## config.mk

```make
export PLATFORM = sky130hd
export DESIGN_NAME = fetch_queue
export DESIGN_NICKNAME = d
export VERILOG_FILES = /design/src/rtl/fetch_queue.sv
export SDC_FILE = /design/constraint.sdc
export NUM_CORES = 1
export LEC_CHECK = 0
export CAP_MARGIN = 20
export CORE_MARGIN = 5
export CORE_UTILIZATION = 50
export DETAILED_ROUTE_END_ITERATION = 10
export PLACE_DENSITY = 0.79
export SLEW_MARGIN = 0
export SYNTH_ARGS = -nofsm -noshare
export SYNTH_HDL_FRONTEND = slang
export SYNTH_SLANG_ARGS = --single-unit
```

## constraint.sdc

```tcl
create_clock -name clk_i -period 5.7 [get_ports clk_i]
set_input_delay 0.57 -clock clk_i [delete_from_list [all_inputs] [get_ports clk_i]]
set_output_delay 0.57 -clock clk_i [all_outputs]
set_load 0.02 [all_outputs]
```

## src/rtl/fetch_queue.sv

```systemverilog
// Instruction fetch queue: owns the fetch PC, issues one outstanding imem request at a time,
// and buffers fetched {instruction, PC+4} pairs for IF/ID. Optional macro: FETCHQ_BYPASS_EN.
module fetch_queue #(
    parameter int          DEPTH    = 4,
    parameter logic [31:0] RESET_PC = 32'h0000_0000
) (
    input  logic                       clk_i,
    input  logic                       rst_i,
    input  logic                       start_i,
    input  logic                       redirect_i,
    input  logic [31:0]                redirect_pc_i,
    output logic                       imem_req_o,
    output logic [31:0]                imem_addr_o,
    input  logic                       imem_ack_i,
    input  logic [31:0]                imem_data_i,
    input  logic                       deq_i,
    output logic                       inst_valid_o,
    output logic [31:0]                inst_o,
    output logic [31:0]                pc4_o,
    output logic [$clog2(DEPTH):0]     count_o
);

    localparam int PW = $clog2(DEPTH);
    localparam int CW = PW + 1;

    logic [31:0]   fetch_pc_reg;
    logic [31:0]   addr_reg;
    logic          pending_reg;
    logic          discard_reg;
    logic [PW-1:0] rd_ptr_reg;
    logic [PW-1:0] wr_ptr_reg;
    logic [CW-1:0] count_reg;
    logic [31:0]   inst_reg;
    logic [31:0]   pc4_reg;
    logic          valid_reg;
    logic [63:0]   mem [DEPTH];

    logic          ack_live;
    logic          ack_take;
    logic          bypass_consume;
    logic          push;
    logic          pop;
    logic          issue;
    logic          head_is_new;
    logic [31:0]   pc4_new;
    logic [31:0]   redirect_pc_aligned;
    logic [PW-1:0] rd_ptr_next;
    logic [PW-1:0] wr_ptr_next;
    logic [CW-1:0] count_next;

    assign redirect_pc_aligned = {redirect_pc_i[31:2], 2'b00};
    assign pc4_new  = addr_reg + 32'd4;
    // A response is only meaningful while our request is outstanding.
    assign ack_live = pending_reg & imem_ack_i;
    assign ack_take = ack_live & ~discard_reg & ~redirect_i;
    assign pop      = deq_i & valid_reg & ~redirect_i;
    assign issue    = start_i & ~pending_reg & (count_reg < CW'(DEPTH));

`ifdef FETCHQ_BYPASS_EN
    logic bypass_hit;
    assign bypass_hit     = ack_take & (count_reg == '0);
    assign bypass_consume = bypass_hit & deq_i;
    assign inst_o         = bypass_hit ? imem_data_i : inst_reg;
    assign pc4_o          = bypass_hit ? pc4_new : pc4_reg;
    assign inst_valid_o   = bypass_hit | valid_reg;
`else
    assign bypass_consume = 1'b0;
    assign inst_o         = inst_reg;
    assign pc4_o          = pc4_reg;
    assign inst_valid_o   = valid_reg;
`endif

    assign push = ack_take & ~bypass_consume;

    always_comb begin
        rd_ptr_next = rd_ptr_reg;
        wr_ptr_next = wr_ptr_reg;
        count_next  = count_reg;
        head_is_new = 1'b0;
        if (redirect_i) begin
            rd_ptr_next = '0;
            wr_ptr_next = '0;
            count_next  = '0;
        end else begin
            if (pop)
                rd_ptr_next = rd_ptr_reg + {{(PW-1){1'b0}}, 1'b1};
            if (push)
                wr_ptr_next = wr_ptr_reg + {{(PW-1){1'b0}}, 1'b1};
            if (push && !pop)
                count_next = count_reg + {{(CW-1){1'b0}}, 1'b1};
            else if (pop && !push)
                count_next = count_reg - {{(CW-1){1'b0}}, 1'b1};
            // Pushed entry becomes the head when nothing older survives this edge.
            head_is_new = push && (count_reg == {{(CW-1){1'b0}}, pop});
        end
    end

    always_ff @(posedge clk_i) begin
        if (push)
            mem[wr_ptr_reg] <= {imem_data_i, pc4_new};
    end

    always_ff @(posedge clk_i or posedge rst_i) begin
        if (rst_i) begin
            fetch_pc_reg <= RESET_PC;
            addr_reg     <= RESET_PC;
            pending_reg  <= 1'b0;
            discard_reg  <= 1'b0;
            rd_ptr_reg   <= '0;
            wr_ptr_reg   <= '0;
            count_reg    <= '0;
            inst_reg     <= 32'h0;
            pc4_reg      <= 32'h0;
            valid_reg    <= 1'b0;
        end else begin
            rd_ptr_reg <= rd_ptr_next;
            wr_ptr_reg <= wr_ptr_next;
            count_reg  <= count_next;

            if (redirect_i)
                fetch_pc_reg <= redirect_pc_aligned;
            else if (ack_take)
                fetch_pc_reg <= fetch_pc_reg + 32'd4;

            if (ack_live)
                pending_reg <= 1'b0;
            else if (issue)
                pending_reg <= 1'b1;

            // A redirect arriving with no pending request can issue straight at the new target.
            if (issue)
                addr_reg <= redirect_i ? redirect_pc_aligned : fetch_pc_reg;

            if (ack_live)
                discard_reg <= 1'b0;
            else if (redirect_i && pending_reg)
                discard_reg <= 1'b1;

            if (count_next == '0) begin
                inst_reg  <= 32'h0;
                pc4_reg   <= 32'h0;
                valid_reg <= 1'b0;
            end else if (head_is_new) begin
                inst_reg  <= imem_data_i;
                pc4_reg   <= pc4_new;
                valid_reg <= 1'b1;
            end else begin
                inst_reg  <= mem[rd_ptr_next][63:32];
                pc4_reg   <= mem[rd_ptr_next][31:0];
                valid_reg <= 1'b1;
            end
        end
    end

    assign imem_req_o  = pending_reg;
    assign imem_addr_o = addr_reg;
    assign count_o     = count_reg;

endmodule
```

==> metrics.cfg, run 1 <==
[layout]
syn2layout_area_growth_pct = 21.0
multi_input_area_um2 = 4680
top_register = mem
fillers = 2353
layout.nets = 1341
postLayoutCellArea_um2 = 19300
antenna_cells = 0
drive_gt1_frac = 0.139
regArea_um2 = 10900
largest_register_ffs = 252

[cts]
cts_resized = 0
clock-root-buffer = clkbuf_16
htree_num_levels = 2
hold_buffers = 0
cts.sinks = 386
worstSkewPairLatency_ns = 0.52
clockBufferDepth = 3
cts_buffers = 40
post_cts_buffers = 0
cts_tree = yes
path_clk_slew_ns = 0.06

[drt]
drcViolationCount = 0
drt-initial-drc-count = 638
postRouteAntennaNets = 0
routedWlPerCell_um = 21.6
via_count = 9853
viasPerCell = 5.81
routed_wl_um = 36600
firstDrtPassIters = 5

[logic_synthesis]
syn_area_um2 = 16000
synth_mux_area_frac = 0.0909
syn_area_per_cell_um2 = 14.5
synth_xor_area_frac = 0.0305
synthSimpleGateAreaFrac = 0.104
ys.flop_type = edfxtp_1
synth_enable_flop_cells = 252
syn_inst = 1102
synth_compound_area_frac = 0.0590
synth.area.top_cells = edfxtp_1 (47%), dfrtp_1 (21%), mux4_2 (8.0%), nand2_1 (4.1%), xnor2_1 (1.6%)
async_flop_share = 0.347
syn-num-nets = 1180
ys_types = 60
synth_top_family_by_area = simple AND/OR/NAND/NOR gates
synth.top_cell.area_share = 0.474
ys_seq_area_frac = 0.684
synth_warnings = 0
synth_top_area_cell = edfxtp_1
synth_fa_ha_area_frac = 0.00697
synth-seq-cells = 386

[job]
cap_violations = 0

[floorplan]
coreArea_um2 = 31600
die_h_um = 189
start_util = 0.506
die_area_um2 = 35600
ios = 171
rows = 65
die_w_um = 189

[sta]
setup-tns-final_ns = 0
setup-violations-final = 0
setup_ws_ns = 2.51
hold_violations = 0
timing.fmax_ghz = 0.313
slew_headroom = 0.280
tightest_slew_ns = 1.08
post-route-period-util = 0.560
skew_ns = 0.0156
final_max_slew_viol_count = 0
min_period_ns = 3.19
rsz0062_at_grt = false

[hold_path]
hold_path_class = reg2reg

[worst_setup_path]
timing.critical_path.to_type = flop
cp-start-kind = primary input
crit_path_cell_trace = clkdlybuf4s50_1, and3_2, mux2i_1, clkinv_2, buf_4, mux2_2, o22ai_1, a211oi_1
crit_fanout = 40
crit_required_ns = 6.10
worstPathArrival_ns = 3.59
max_stage_delay_ns = 0.71
path_class = in2reg
cpMaxStageDelayCell = clkinv_2

[pwr]
p_leak_uw = 0.00685
p_per_area_nw_per_um2 = 479
ir_drop_uv = 336

[global_route]
grt_max_degree = 84
grt_remaining_overflow = 0
grt_pass1_vias = 10359
antenna_found_initial = 0
grt_use_total = 0.206
grt_pass1_wl_um = 58100

[placement]
port_buffers = 168
post_dp_cell_area_um2 = 17900
dpl_worst_slack_ns = 1.91
place_congestion = 0.879
place_hpwl_um = 21400

[status]
status = complete, no violations

## critical path: cells and delay by family
| family | cells | cell delay, ns |
|---|---|---|
| AND/OR/NAND/NOR | 1 | 0.22 |
| buffers and inverters | 3 | 1.85 |
| multiplexers | 2 | 0.58 |
| AO/OA/AOI/OAI | 2 | 0.36 |
## path summary, 6_finish.rpt
kind	startpoint	to	slack (ns)	depth (start not counted)
worst max register to register	inst_valid_o	pc4_o[5]	2.69	7
worst min-delay path	fetch_pc_reg[29]	imem_addr_o[29]	0.56	2
worst min register to register	fetch_pc_reg[29]	imem_addr_o[29]	0.56	2
max in group asynchronous	rst_i	inst_o[2]	3.89	3
min in group asynchronous	rst_i	fetch_pc_reg[3]	0.58	2
worst max-delay path	deq_i	pc4_o[5]	2.51	8
## cells in the final DEF, fill, tap and decap left out, types with 7 or more instances in the layout
| cell type | n |
|---|---|
| nor2_1 | 51 |
| or3_1 | 7 |
| a31oi_1 | 39 |
| nor3_1 | 14 |
| nand4_1 | 17 |
| inv_1 | 16 |
| clkdlybuf4s50_1 | 167 |
| nand2_1 | 175 |
| mux4_2 | 57 |
| mux2i_1 | 10 |
| a21oi_2 | 14 |
| dfrtp_1 | 134 |
| clkbuf_16 | 41 |
| buf_4 | 8 |
| edfxtp_1 | 252 |
| and3_1 | 9 |
| xnor2_1 | 29 |
| nand3_1 | 27 |
| a21oi_1 | 40 |
| xor2_1 | 24 |
| o21ai_0 | 36 |
| clkinv_1 | 7 |
| ha_1 | 8 |
## power by group
part	switching, µW	internal [µW]
sequential	412	3520
combinational	1510	1100
clock	1050	1670
total	2970	6280
## kinds of logic (layout without fill, tap and decap cells)
group / count (synthesis) / after routing
DFF: 386 / 386
and+or+nand+nor: 350 / 350
AOI/OAI and AO/OA: 152 / 152
buffers and inverters: 78 / 269
muxes: 73 / 73
xor gates and xnor gates: 54 / 54
adders and majority gates: 9 / 9
## Yosys cell counts, types with 2 or more instances
cell      count
nand2_1     175
and4_1        7
xor2_1       24
and3_1        9
nor4_1        5
a31oi_1      39
clkbuf_1     35
a21oi_2      14
nand3_1      27
buf_6         7
nor4_2        2
edfxtp_1    252
o211ai_1      3
ha_1          8
nor2_1       51
mux2i_1      10
mux2_2        6
o21a_1        2
or4_1         3
mux4_2       57
a21oi_1      40
nor3b_1       3
buf_4        11
or2_2         6
a211oi_1      5
dfrtp_1     134
or3_1         7
buf_2         5
xnor2_1      29
a21boi_0      2
inv_2         2
and2_1        6
nand4_1      17
nor3_2        2
inv_1        17
o22ai_1       6
nor2b_1       3
o21ai_0      36
nor3_1       14
## through the flow
step                      instances  power [µW]  hold WS [ns]   util
after floorplan                1102        5500         0.515      -
after global placement         1623        6510         0.527  0.569
after detailed placement       1623        6600         0.549  0.569
after CTS                      1695        9320         0.558  0.612
after global routing           1695        9670         0.602  0.612
final                          1695        9250         0.562  0.612
## area by class of cell
class                   instances  share of cell area
clock buffers                  52              0.0583
flip-flops and latches        386               0.565
repair buffers                177              0.0909
well taps                     402              0.0260
clock inverters                20              0.0131
multi-input cells             638               0.242
inverters                      20             0.00434
## routing by layer
metal | GRT usage | part of all wire | wire, µm | vias to the layer above
met2 | 0.342 | 0.49 | 17900 | 413
met4 | 0.0653 | 0.029 | 1070 | 0
met1 | 0.277 | 0.40 | 14800 | 4961
li1 | - | - | - | 4417
met5 | 0 | 0 | 0 | -
met3 | 0.0415 | 0.077 | 2800 | 62
Note: power is estimated with default switching activity, not from simulation.
==> inputs of run 2 (changes only) <==
clock period = 2.95 ns   (was 5.7 ns; I/O delays follow)
==> metrics.cfg, run 2 (synthesis gave the netlist of run 1 again) <==
[floorplan]
start_util = 0.506  ; unchanged
ios = 171  ; unchanged
die_h_um = 189  ; unchanged
rows = 65  ; unchanged
die_area_um2 = 35600  ; unchanged
coreArea_um2 = 31600  ; unchanged
die_w_um = 189  ; unchanged

[cts]
cts_resized = 0  ; unchanged
cts.sinks = 386  ; unchanged
path_clk_slew_ns = 0.06  ; about the same
clockBufferDepth = 3  ; unchanged
htree_num_levels = 2  ; unchanged
cts_tree = yes
post_cts_buffers = 0  ; unchanged
hold_buffers = 0  ; unchanged
worstSkewPairLatency_ns = 0.54  ; +0.02 ns
cts_buffers = 40  ; unchanged
clock-root-buffer = clkbuf_16

[layout]
top_register = mem
largest_register_ffs = 252  ; unchanged
syn2layout_area_growth_pct = 22.8
final_common_cell = edfxtp_1
antenna_cells = 0  ; unchanged
layout.nets = 1361  ; +1.5%
final_cell_mix = edfxtp_1 (252), nand2_1 (175), clkdlybuf4s50_1 (167)
finalCoreUtilization = 0.622  ; +0.00956
postLayoutCellArea_um2 = 19600  ; +1.6%
drive_gt1_frac = 0.151  ; +0.0122

[pwr]
p_leak_uw = 0.00700  ; +2.2%
ir_drop_uv = 626  ; +86%
p_per_area_nw_per_um2 = 920  ; +92%
p_total_uw = 18100  ; +95%

[sta]
rsz0062_at_grt = false
hold_violations = 0  ; unchanged
final_max_slew_viol_count = 0  ; unchanged
min_period_ns = 2.41
setup-violations-final = 0  ; unchanged
slew_headroom = 0.471  ; +0.191
timing.fmax_ghz = 0.415
skew_ns = 0.0292  ; +0.0135 ns
tightest_slew_ns = 0.794  ; -0.286 ns
setup-tns-final_ns = 0  ; unchanged
post-route-period-util = 0.816

[drt]
drcViolationCount = 0  ; unchanged
via_count = 9781  ; -0.73%
viasPerCell = 5.70  ; -1.9%
routed_wl_um = 36100  ; -1.2%
postRouteAntennaNets = 0  ; unchanged
firstDrtPassIters = 5  ; unchanged
drt-initial-drc-count = 676  ; +6.0%
routedWlPerCell_um = 21.0  ; -2.4%

[placement]
port_buffers = 168  ; unchanged
post_dp_cell_area_um2 = 18200  ; +1.7%
place_hpwl_um = 22400  ; +4.8%
place_congestion = 0.907  ; +3.2%

[worst_setup_path]
crit_fanout = 6  ; -85%
cp-start-kind = flop
r2r_slack_ns = 0.54  ; -2.15 ns
worstPathArrival_ns = 2.81  ; -0.78 ns
rr_endpoint = pc4_o[10]
crit_required_ns = 3.35  ; -2.75 ns
path_class = reg2reg
r2r_start = imem_addr_o[3]
worstSetupStartpoint = imem_addr_o[3]
timing.critical_path.to_type = flop
reg2regPathDepth = 6  ; -1

[global_route]
grt_remaining_overflow = 0  ; unchanged
grt_pass1_vias = 10097  ; -2.5%
grt_pass1_wl_um = 56800  ; -2.3%
grt_max_degree = 135  ; +61%
antenna_found_initial = 0  ; unchanged
grt_use_total = 0.202  ; -0.00364

[status]
status = complete, no violations

[job]
cap_violations = 0  ; unchanged

[hold_path]
hold_path_class = in2async

run 2: critical path, cell delays in order, from the launching register on:
cell and delay (ns):
dfrtp_1 0.49, ha_1 0.25, nand3_1 0.28, nor3_1 0.33
xor2_1 0.42, o22ai_1 0.17, a211oi_1 0.33
run 2: final cells by class:
type	count	area, µm²
fill	2323	11900
sequential	386	10900
inverter	20	82.6
tap	402	503
timing repair buffer	197	2060
clock buffer	52	1120
multi-input combinational	638	4680
clock inverter	21	265
run 2: per-layer routing:
metal  GRT usage  share of wire  wire length (µm)
met5           0              0                 0
met4      0.0569          0.023               842
met3      0.0346          0.070              2530
met2       0.338           0.49             17800
met1       0.277           0.41             15000
run 2: worst max-delay path by stage:
stage / endpoint / slack (ns) / depth (start not counted)
floorplan: mem[0][10] / 0.14 / 3
global placement: inst_o[15] / 0.26 / 8
detailed placement: inst_o[17] / 0.21 / 8
CTS: pc4_o[10] / 0.50 / 6
global route: pc4_o[10] / 0.41 / 6
finish: pc4_o[10] / 0.54 / 6
run 2: through the flow:
stage,std cells,setup WS [ns],hold WS (ns)
floorplan,1102,0.137,0.381
global placement,1643,0.255,0.526
detailed placement,1643,0.206,0.536
CTS,1716,0.505,0.323
global route,1716,0.414,0.354
finish,1716,0.542,0.306
run 2: power breakdown:
group	switching (µW)	leakage, µW	internal (µW)
registers	734	0.00394	6800
clock network	2020	0.000682	3210
logic	3030	0.00237	2270
==> inputs of run 3 (changes only) <==
clock period = 2.39 ns   (was 2.95 ns; I/O delays follow)
==> metrics.cfg, run 3 (synthesis gave the netlist of run 1 again) <==
[status]
status = complete, no violations

[worst_setup_path]
crit_fanout = 6  ; unchanged
reg2regPathDepth = 7  ; +1
crit_cells = 7  ; +1
timing.critical_path.to_type = flop
worstPathArrival_ns = 2.68  ; -0.13 ns
cp-start-kind = flop
path_class = reg2reg
cpMaxStageDelayCell = dfrtp_1
max_stage_delay_ns = 0.49  ; about the same
crit_path_cell_trace = ha_1, nand3_1, buf_4, nor3_1, xor2_1, o22ai_1, a211oi_1
cp_top_family = flip-flops
crit_required_ns = 2.81  ; -0.54 ns
critPathBufInv = 1  ; +1

[floorplan]
die_h_um = 189  ; unchanged
start_util = 0.506  ; unchanged
die_area_um2 = 35600  ; unchanged
ios = 171  ; unchanged
rows = 65  ; unchanged
die_w_um = 189  ; unchanged
coreArea_um2 = 31600  ; unchanged

[sta]
timing.fmax_ghz = 0.443  ; +6.6%
setup-tns-final_ns = 0  ; unchanged
hold_violations = 0  ; unchanged
min_period_ns = 2.26  ; -0.149 ns
final_max_slew_viol_count = 0  ; unchanged
slew_headroom = 0.593  ; +0.123
post-route-period-util = 0.945  ; +0.129
setup_ws_ns = 0.131  ; -0.411 ns
tightest_slew_ns = 0.608  ; -0.186 ns
setup-violations-final = 0  ; unchanged
skew_ns = 0.0131  ; -0.0161 ns

[pwr]
p_total_uw = 23000  ; +28%
p_per_area_nw_per_um2 = 1140  ; +24%
p_leak_uw = 0.00732  ; +4.6%
ir_drop_uv = 786  ; +26%

[cts]
cts.sinks = 386  ; unchanged
cts_buffers = 39  ; -2.5%
worstSkewPairLatency_ns = 0.52  ; -0.02 ns
clockBufferDepth = 3  ; unchanged
htree_num_levels = 2  ; unchanged
cts_tree = yes
path_clk_slew_ns = 0.06  ; about the same
post_cts_buffers = 0  ; unchanged
clock-root-buffer = clkbuf_16

[drt]
routedWlPerCell_um = 21.6  ; +2.8%
postRouteAntennaNets = 0  ; unchanged
via_count = 10236  ; +4.7%
firstDrtPassIters = 5  ; unchanged
drt-initial-drc-count = 856  ; +27%
viasPerCell = 5.77  ; +1.3%
routed_wl_um = 38400  ; +6.2%
drcViolationCount = 0  ; unchanged

[layout]
largest_register_ffs = 252  ; unchanged
fillers = 2227  ; -4.1%
top_register = mem
antenna_cells = 0  ; unchanged
final_common_cell = edfxtp_1
final_cell_mix = edfxtp_1 (252), nand2_1 (175), clkdlybuf4s50_1 (167)
layout.nets = 1419  ; +4.3%
syn2layout_area_growth_pct = 26.7
drive_gt1_frac = 0.190  ; +0.0389

[placement]
place_congestion = 0.884  ; -2.5%
dpl_worst_slack_ns = -0.0389  ; -0.245 ns
place_hpwl_um = 24900  ; +11%
port_buffers = 168  ; unchanged

[global_route]
antenna_found_initial = 0  ; unchanged
grt_pass1_wl_um = 60800  ; +7.1%
grt_use_total = 0.218  ; +0.0154
grt_pass1_vias = 10678  ; +5.8%
grt_max_degree = 65  ; -52%
grt_remaining_overflow = 0  ; unchanged

[job]
cap_violations = 0  ; unchanged

[hold_path]
hold_path_class = in2async

-- run 3: final cells by class --
cell class | count | area (µm²) | share of cell area
tap | 402 | 503 | 0.0249
sequential | 386 | 10900 | 0.540
timing repair buffer | 256 | 2670 | 0.132
inverter | 20 | 82.6 | 0.00408
clock buffer | 50 | 1100 | 0.0543
multi-input combinational | 638 | 4700 | 0.232
clock inverter | 21 | 268 | 0.0132
-- run 3: layer usage --
layer / track usage / vias up / share of wire
met3: 0.0395 / 68 / 0.072
met2: 0.370 / 407 / 0.50
li1: - / 4581 / -
met5: 0 / - / 0
met1: 0.292 / 5180 / 0.40
met4: 0.0586 / 0 / 0.023
-- run 3: report_power, final --
part	leakage (µW)	internal [µW]	total, µW	switching, µW
registers	0.00394	8390	9030	644
clock network	0.000660	3910	6430	2520
logic	0.00272	3360	7580	4220
total	0.00732	15700	23000	7380
-- run 3: path summary, 6_finish.rpt --
| path | startpoint | endpoint | slack (ns) |
|---|---|---|---|
| min in group clk_i | redirect_pc_i[30] | imem_addr_o[30] | 0.31 |
| setup / recovery | imem_addr_o[2] | pc4_o[12] | 0.13 |
| setup reg to reg | imem_addr_o[2] | pc4_o[12] | 0.13 |
| hold reg to reg | fetch_pc_reg[31] | imem_addr_o[31] | 0.56 |
| hold / removal | rst_i | fetch_pc_reg[11] | 0.07 |
| max in group asynchronous | rst_i | pc4_o[13] | 1.59 |
-- run 3: per-stage QoR --
step                       util  area, µm²  hold slack, ns  instances
after CTS                 0.641      20200          0.0711       1773
after global placement    0.597      18800           0.524       1701
after floorplan               -      16000           0.325       1102
after detailed placement  0.597      18800           0.532       1701
after global routing      0.641      20200          0.0889       1773
final                     0.641      20200          0.0721       1773
-- run 3: repair_timing --
item                                    4_1_cts  5_1_grt
hold endpoints to repair                      2        0
resized for setup                             0        4
hold buffers                                  1        0
endpoints found under the setup margin        0       46
